<file path="src/rtl/iob_axis2iob_wr_conf.vh">
// Shared FSM encodings and strobe width for iob_axis2iob_wr.
// Include inside a module body that already declares parameter DATA_W.
localparam logic [0:0] ST_IDLE = 1'b0;
localparam logic [0:0] ST_RUN  = 1'b1;
localparam int         STRB_W  = DATA_W / 8;

</file>
<file path="src/rtl/iob_axis2iob_wr_pkg.sv">
// Common types for iob_axis2iob_wr: holding-register command encoding.
package iob_axis2iob_wr_pkg;

    typedef enum logic [1:0] {
        HOLD_KEEP  = 2'd0,
        HOLD_LOAD  = 2'd1,
        HOLD_CLEAR = 2'd2
    } hold_cmd_e;

endpackage

</file>
<file path="src/rtl/iob_axis2iob_wr_hold.sv">
// One-entry data/valid holding register between the stream side and the IOb side.
// LOAD wins over everything; CLEAR drops valid but leaves the data word in place.
module iob_axis2iob_wr_hold
    import iob_axis2iob_wr_pkg::*;
#(
    parameter int DATA_W = 32
) (
    input  logic              clk_i,
    input  logic              rst_i,
    input  hold_cmd_e         i_cmd,
    input  logic [DATA_W-1:0] i_data,
    output logic              o_valid,
    output logic [DATA_W-1:0] o_data
);

    logic              r_valid;
    logic [DATA_W-1:0] r_data;

    always_ff @(posedge clk_i or posedge rst_i) begin
        if (rst_i) begin
            r_valid <= 1'b0;
            r_data  <= '0;
        end else begin
            case (i_cmd)
                HOLD_LOAD: begin
                    r_valid <= 1'b1;
                    r_data  <= i_data;
                end
                HOLD_CLEAR: r_valid <= 1'b0;
                default: ;
            endcase
        end
    end

    assign o_valid = r_valid;
    assign o_data  = r_data;

endmodule

</file>
<file path="src/rtl/iob_axis2iob_wr.sv">
// AXI-Stream to IOb write bridge: writes length_i words to consecutive addresses.
// Optional early end on tlast when IOB_AXIS2IOB_WR_TLAST_EN is defined.
module iob_axis2iob_wr
    import iob_axis2iob_wr_pkg::*;
#(
    parameter int DATA_W = 32,
    parameter int ADDR_W = 32,
    parameter int LEN_W  = 16
) (
    input  logic                clk_i,
    input  logic                rst_i,
    input  logic                run_i,
    input  logic [ADDR_W-1:0]   addr_i,
    input  logic [LEN_W-1:0]    length_i,
    output logic                ready_o,
    output logic                done_o,
    output logic [LEN_W-1:0]    count_o,
    input  logic [DATA_W-1:0]   axis_tdata_i,
    input  logic                axis_tvalid_i,
`ifdef IOB_AXIS2IOB_WR_TLAST_EN
    input  logic                axis_tlast_i,
`endif
    output logic                axis_tready_o,
    output logic                iob_valid_o,
    output logic [ADDR_W-1:0]   iob_addr_o,
    output logic [DATA_W-1:0]   iob_wdata_o,
    output logic [DATA_W/8-1:0] iob_wstrb_o,
    input  logic                iob_ready_i
);

    `include "iob_axis2iob_wr_conf.vh"

    logic [0:0]        r_state;
    logic [LEN_W-1:0]  r_len;
    logic [LEN_W-1:0]  r_rx_cnt;
    logic [LEN_W-1:0]  r_count;
    logic [ADDR_W-1:0] r_addr;
    logic              r_done;
    logic              r_last_seen;

    logic              w_run;
    logic              w_start;
    logic              w_beat;
    logic              w_wr;
    logic              w_last_wr;
    logic              w_hold_v;
    logic [LEN_W-1:0]  w_cnt_nxt;
    hold_cmd_e         w_cmd;

    assign w_run     = (r_state == ST_RUN);
    assign w_start   = ~w_run & run_i & (length_i != '0);
    assign w_wr      = w_hold_v & iob_ready_i;
    assign w_cnt_nxt = r_count + LEN_W'(1);

    // The holding slot frees up in the same cycle its word is accepted, giving 1 word/cycle.
    assign axis_tready_o = w_run & (r_rx_cnt != r_len) & ~r_last_seen & (~w_hold_v | iob_ready_i);
    assign w_beat        = axis_tvalid_i & axis_tready_o;

    // After tlast no more beats arrive, so the final write is the one that catches up with rx_cnt.
    assign w_last_wr = w_wr & ((w_cnt_nxt == r_len) | (r_last_seen & (w_cnt_nxt == r_rx_cnt)));

    always_comb begin
        w_cmd = HOLD_KEEP;
        if (w_beat)
            w_cmd = HOLD_LOAD;
        else if (w_wr)
            w_cmd = HOLD_CLEAR;
    end

    iob_axis2iob_wr_hold #(
        .DATA_W (DATA_W)
    ) u_hold (
        .clk_i   (clk_i),
        .rst_i   (rst_i),
        .i_cmd   (w_cmd),
        .i_data  (axis_tdata_i),
        .o_valid (w_hold_v),
        .o_data  (iob_wdata_o)
    );

    always_ff @(posedge clk_i or posedge rst_i) begin
        if (rst_i) begin
            r_state  <= ST_IDLE;
            r_len    <= '0;
            r_rx_cnt <= '0;
            r_count  <= '0;
            r_addr   <= '0;
            r_done   <= 1'b0;
        end else begin
            r_done <= 1'b0;
            if (w_start) begin
                r_state  <= ST_RUN;
                r_len    <= length_i;
                r_addr   <= addr_i;
                r_count  <= '0;
                r_rx_cnt <= '0;
            end else if (w_run) begin
                if (w_beat)
                    r_rx_cnt <= r_rx_cnt + LEN_W'(1);
                if (w_wr) begin
                    r_count <= w_cnt_nxt;
                    r_addr  <= r_addr + ADDR_W'(STRB_W);
                end
                if (w_last_wr) begin
                    r_state <= ST_IDLE;
                    r_done  <= 1'b1;
                end
            end
        end
    end

`ifdef IOB_AXIS2IOB_WR_TLAST_EN
    always_ff @(posedge clk_i or posedge rst_i) begin
        if (rst_i)
            r_last_seen <= 1'b0;
        else if (w_start)
            r_last_seen <= 1'b0;
        else if (w_beat & axis_tlast_i)
            r_last_seen <= 1'b1;
    end
`else
    assign r_last_seen = 1'b0;
`endif

    assign ready_o     = ~w_run;
    assign done_o      = r_done;
    assign count_o     = r_count;
    assign iob_valid_o = w_hold_v;
    assign iob_addr_o  = r_addr;
    assign iob_wstrb_o = {STRB_W{w_hold_v}};

endmodule

</file>
<file path="config.mk">
export PLATFORM = sky130hd
export DESIGN_NAME = iob_axis2iob_wr
export DESIGN_NICKNAME = d
export VERILOG_FILES = /design/src/rtl/iob_axis2iob_wr_pkg.sv /design/src/rtl/iob_axis2iob_wr_hold.sv /design/src/rtl/iob_axis2iob_wr.sv
export VERILOG_INCLUDE_DIRS = /design/src /design/src/rtl
export SDC_FILE = /design/constraint.sdc
export NUM_CORES = 1
export LEC_CHECK = 0
export ABC_AREA = 1
export BUFFER_PORTS_ARGS = -buffer_cell sky130_fd_sc_hd__buf_2
export CAP_MARGIN = 20
export CELL_PAD_IN_SITES_DETAIL_PLACEMENT = 0
export CELL_PAD_IN_SITES_GLOBAL_PLACEMENT = 1
export CORE_UTILIZATION = 41
export CTS_CLUSTER_SIZE = 12
export DETAILED_ROUTE_END_ITERATION = 7
export PLACE_DENSITY = 0.9
export SLEW_MARGIN = 25
export SYNTH_ARGS = -nofsm -noshare
export SYNTH_HDL_FRONTEND = slang
export SYNTH_SLANG_ARGS = --single-unit
export TNS_END_PERCENT = 5
</file>
<file path="constraint.sdc">
create_clock -name clk_i -period 9.9 [get_ports clk_i]
set_input_delay 1.98 -clock clk_i [delete_from_list [all_inputs] [get_ports clk_i]]
set_output_delay 1.98 -clock clk_i [all_outputs]
set_load 0.01 [all_outputs]
</file>
# [Word level (Yosys, flattened, before mapping)]
# Cells that the tools add are included.
[totals] reg_bits=115 latch_bits=0 mem_bits_rw=0 rom_bits=0 inputBits=85 out_inout_bits=88 wordCells=50 n_memories=0
[op_classes] n_addsub=3 mul=0 n_div=0 magnitude_cmp=0 n_eq_ne=4 shift=0 muxes=18 bitwise=10 n_reduce_logical=7
[op_table] cell="16-bit 2-to-1 mux" n=6
[op_table] cell="32-bit 2-to-1 mux" n=3
[op_table] cell="16-bit by 1-bit adder with 16-bit output, second input constant" n=2
[op_table] cell="32-bit by 3-bit adder with 32-bit output, second input constant" n=1
[op_table] cell="16-bit == test" n=1
[op_table] cell="16-bit != test" n=1
[op_table] cell="16-bit nonzero test" n=1
[op_table] cell="2-bit nonzero test" n=4
[op_table] cell="1-bit bitwise AND" n=7
[op_table] cell="1-bit 2-to-1 mux" n=6
[op_table] cell="2-bit 2-to-1 mux" n=2
[op_table] cell="2-bit AND reduction" n=2
[op_table] cell="2-bit by 1-bit == test with 1-bit output, second input constant" n=1
[op_table] cell="2-bit == test, second input constant" n=1
[op_table] cell="1-bit inverter" n=2
[op_table] cell="1-bit case mux with 2 select lines" n=1
[op_table] cell="1-bit bitwise OR" n=1

# [Depth between registers and ports, before layout]
[logic_depth] ltp_word=7 depth_mapped=13 depth_no_buf=13

# [Hierarchy]
# A second synthesis with hierarchy kept.
[unflattened] hier_cells=892 hier_area_um2=6721.4
[by_module_without_submodules] module="iob_axis2iob_wr" instances=1 cells_per_inst=748 area_each_um2=5358.9 seq_area_each_um2=2052.0
[by_module_without_submodules] module="iob_axis2iob_wr_hold" instances=1 cells_per_inst=144 area_each_um2=1362.6 seq_area_each_um2=825.8

# [Least setup slack after synthesis]
# No wires, ideal clock.
[synth_path] path_type="in2out" from="in iob_ready_i" to="out axis_tready_o" arrival_ns=2.217 t_required_ns=7.920 setup_slack_ns=5.703 stages=2 n_path_buf=0 cell_sequence="nor2_1 -> nor2_1"
[synth_between] elab_chain_cells=2
[synth_rtl] element="start, declared" line_no="iob_axis2iob_wr.sv:28" text="input logic iob_ready_i"
[synth_rtl] element="1-bit bitwise OR" line_no="iob_axis2iob_wr.sv:56" text="assign axis_tready_o = w_run & (r_rx_cnt != r_len) & ~r_last_seen & (~w_hold_v | iob_ready_i);"
[synth_rtl] element="1-bit bitwise AND" line_no="iob_axis2iob_wr.sv:56"
[synth_rtl] element="end, declared" line_no="iob_axis2iob_wr.sv:23" text="output logic axis_tready_o,"
# No other way between the ends.

# [Final worst setup path]
# Same ends and word-level chain as after synthesis.

==> summary by stage <==
Final layout
The growth of design area from synthesis to finish is 21.7%. The final core utilization is 0.516. The net total in the final layout is 1180. The library cell used most frequently in the layout, excluding fill and tap cells, is nand2_1. The share of layout cells above drive strength 1 is 0.207. The post-route cell area is 8250 µm². In the layout the commonest cells are nand2_1 (267), buf_2 (172), inv_1 (134).

Worst hold path
The hold path endpoint is iob_addr_o[0]$_DFFE_PP0P_. The path class of the tightest hold or removal check is register to register. The hold path depth is 2.

The startpoint of the worst hold path is iob_addr_o[0]$_DFFE_PP0P_.

Power and ir drop
In this run the static leakage power is 4.23 nW. The power per cell area is 257 nW/µm². Overall power consumption after layout is estimated at 2.12 mW. The peak ir drop on the vdd network is 0.135 mV.

Global routing
For met1 alone, demand over resource in global routing was 0.312. The maximum number of pins on one net before global-route repair is 75. After global routing the overflow that remains totals 0. The wire length of the first global-routing pass is 30.1 mm.

The number of antenna violations at the first check in global routing is 1. The overall fraction of global-route tracks in use is 0.232. In the global route stage, met3 resource usage came out at 0.0533. The met2 usage in global routing is 0.367. The via count of the first global-routing pass came to 5987. The most used routing layer in global routing is met2.

Setup path
The register-to-register setup slack is 6820 ps. The class of the most critical setup path is input pin to output port. The number of cells on the worst reg-to-reg path is 7. In this run the worst path has a maximum fanout of 3. STA classifies the critical path startpoint as an input pin. STA classifies the critical path endpoint as an output port.

STA puts the critical path data required time at 7920 ps. The startpoint identified for the worst register-to-register timing path is u_hold.o_valid$_DFFE_PP0P_. The critical register-to-register path endpoint is count_o[1]$_DFFE_PP0P_. The data arrival time of the critical path is 2460 ps.

Timing
The number of hold violations in the final report is 0. The minimum setup slack in the final design is 5460 ps. The setup violation total in the final timing report is 0. The time the worst path needs with I/O delays and setup is 4440 ps. The final cycle utilization of the critical path is 0.449. The normalized max-slew margin is 0.375. The maximum clock rate is 225 MHz. Summed over all failing endpoints, the final setup total negative slack is 0 ps. The max-slew violation count is 0.

Setup repair after global routing left no endpoint under its margin. At the pin with the least slew margin, the transition time is 938 ps. Across the routed clock network, the largest skew measured is 7.75 ps.

Drt
The residual DRC count is 0. The routed design has 18.8 mm of wire. The residual antenna-violating net count after detailed routing is 0. The first-iteration detailed-routing DRC count is 435.

Summing over every cut layer, the via total after detailed routing is 6557. The first-pass detailed-route iteration total is 5. In the final routed layout, each cell accounts on average for 14.3 µm. Using the TritonRoute via totals, the vias-per-cell ratio works out to 4.97.

Outcome
The flow ran to the end, and the final reports show no timing, DRC or antenna violations.

Synth
The synthesized netlist contains 40 unique library cells. When the netlist entered floorplanning its net count stood at 1020. The post-synth design cell area is 6780 µm². After synthesis the netlist holds a flip-flop and latch count of 115. Dividing the synthesized area by the synthesized cell count gives 7.27 µm². The share of the Yosys chip area taken by registers is 0.424. Yosys printed 0 warnings. The post-synthesis instance total is 932.

Clocking
TritonCTS built the clock tree. The clock edge transition at the registers on the reported setup and hold paths is 50 ps. The number of buffers created by CTS is 17. In this run the number of H-tree levels came out at 4. The number of sinks handled by clock tree synthesis is 115. The later pin in the worst-skew pair is clocked with a latency of 420 ps. The number of hold buffers added after cts is 0. The worst-case clock buffer depth is 2. The CTS root buffer is clkbuf_16. The post-CTS setup buffer count is 0. The number of gates resized after CTS was 0.

Placed design
The final weighted congestion of routability-driven global placement is 0.888. In this run the tool buffered the top-level ports with 172 buffer cells. Prior to clock tree synthesis, the placed netlist has a worst setup slack of 5250 ps. The wire-length estimate of the detail-placed layout is 13.8 mm. After detailed placement, the total cell area comes to 7720 µm².

Floorplanning
173 I/O pins were placed. The height of the chip is 131 µm. The die covers 17100 µm². The total area inside the core boundary comes to 16000 µm².

For this configuration, the core starts out at a cell density of 0.424. The number of rows in the core area is 46. The horizontal extent of the die is 131 µm.

Job
The tool flagged a number of max-cap violations equal to 0.
## registers in the layout (all words and copies together) (netlist names)
signal          cells
count_o            16
done_o              1
r_rx_cnt           16
u_hold.o_valid      1
r_len              16
r_state             1
iob_addr_o         32
u_hold.o_data      32
## cell usage after synthesis
cell / count / area (µm²)
clkbuf_2: 1 / 5.00
o211ai_1: 14 / 105
ha_1: 3 / 37.5
buf_6: 6 / 67.6
nand2_2: 3 / 18.8
nor2_4: 3 / 33.8
nor3_4: 2 / 32.5
buf_2: 11 / 55.1
o21ai_0: 84 / 420
inv_2: 2 / 7.51
nand3b_1: 8 / 60.1
nor3_2: 1 / 10.0
o21a_1: 1 / 7.51
inv_1: 135 / 507
o21ai_2: 1 / 8.76
o22ai_1: 11 / 68.8
o31ai_1: 1 / 7.51
and3_1: 1 / 6.26
xnor2_1: 13 / 114
nand2_4: 2 / 22.5
nor3_1: 12 / 60.1
o21ai_1: 11 / 55.1
a21oi_1: 8 / 40.0
nor2_1: 77 / 289
nand2_1: 267 / 1000
nand3_2: 4 / 40.0
nand3_4: 1 / 17.5
nor4_1: 5 / 31.3
nor2_2: 4 / 25.0
nand4_1: 16 / 100
buf_1: 1 / 3.75
or2_2: 1 / 6.26
o221ai_1: 2 / 17.5
clkbuf_1: 8 / 30.0
xnor3_1: 1 / 22.5
and2_1: 1 / 6.26
dfrtp_1: 115 / 2880
nand3_1: 70 / 350
xor2_1: 18 / 158
buf_4: 7 / 52.6
## cell type report
class | instances | area [µm²]
diodes | 1 | 2.50
clock buffers | 24 | 492
clock inverters | 6 | 30.0
fillers | 1640 | 7750
inverters | 137 | 517
multi-input cells | 646 | 3180
flip-flops and latches | 115 | 2880
well taps | 216 | 270
repair buffers | 175 | 883
## worst max-delay path, stage by stage
cell and delay, ps:
buf_2 110, nor2_1 140, nor2_1 80, buf_2 150
## how the worst max path moves through the flow
stage | startpoint | to | slack, ps | cells after the start
global route | iob_ready_i | count_o[1]$_DFFE_PP0P_ | 5400 | 8
CTS | iob_ready_i | axis_tready_o | 5450 | 4
finish | iob_ready_i | axis_tready_o | 5460 | 4
floorplan | rst_i | count_o[0]$_DFFE_PP0P_ | 4880 | 1
detailed placement | iob_ready_i | count_o[1]$_DFFE_PP0P_ | 5250 | 8
global placement | iob_ready_i | count_o[1]$_DFFE_PP0P_ | 5300 | 8
## logic make-up after synthesis
group,synth area share
AOI/OAI and AO/OA,0.108
xor gates and xnor gates,0.0434
adders and majority gates,0.00554
buffers and inverters,0.107
DFF,0.424
and+or+nand+nor,0.312
## layer usage
layer	routed length [µm]	vias up
met5	0	-
met4	350	0
met2	8590	229
met1	8660	3002
met3	1240	26
li1	-	3300
## power by group
| part | total, mW | switching [mW] | internal, mW | leakage, nW |
|---|---|---|---|---|
| Combinational | 0.717 | 0.417 | 0.299 | 2.50 |
| Clock | 0.549 | 0.210 | 0.340 | 0.265 |
| Sequential | 0.853 | 0.221 | 0.632 | 1.46 |
## metrics by stage
step                cells  hold slack (ps)
global placement     1289              457
detailed placement   1289              461
finish               1320              473
CTS                  1319              476
floorplan             932              491
global route         1319              505
Power figures use the tool's default switching activity.
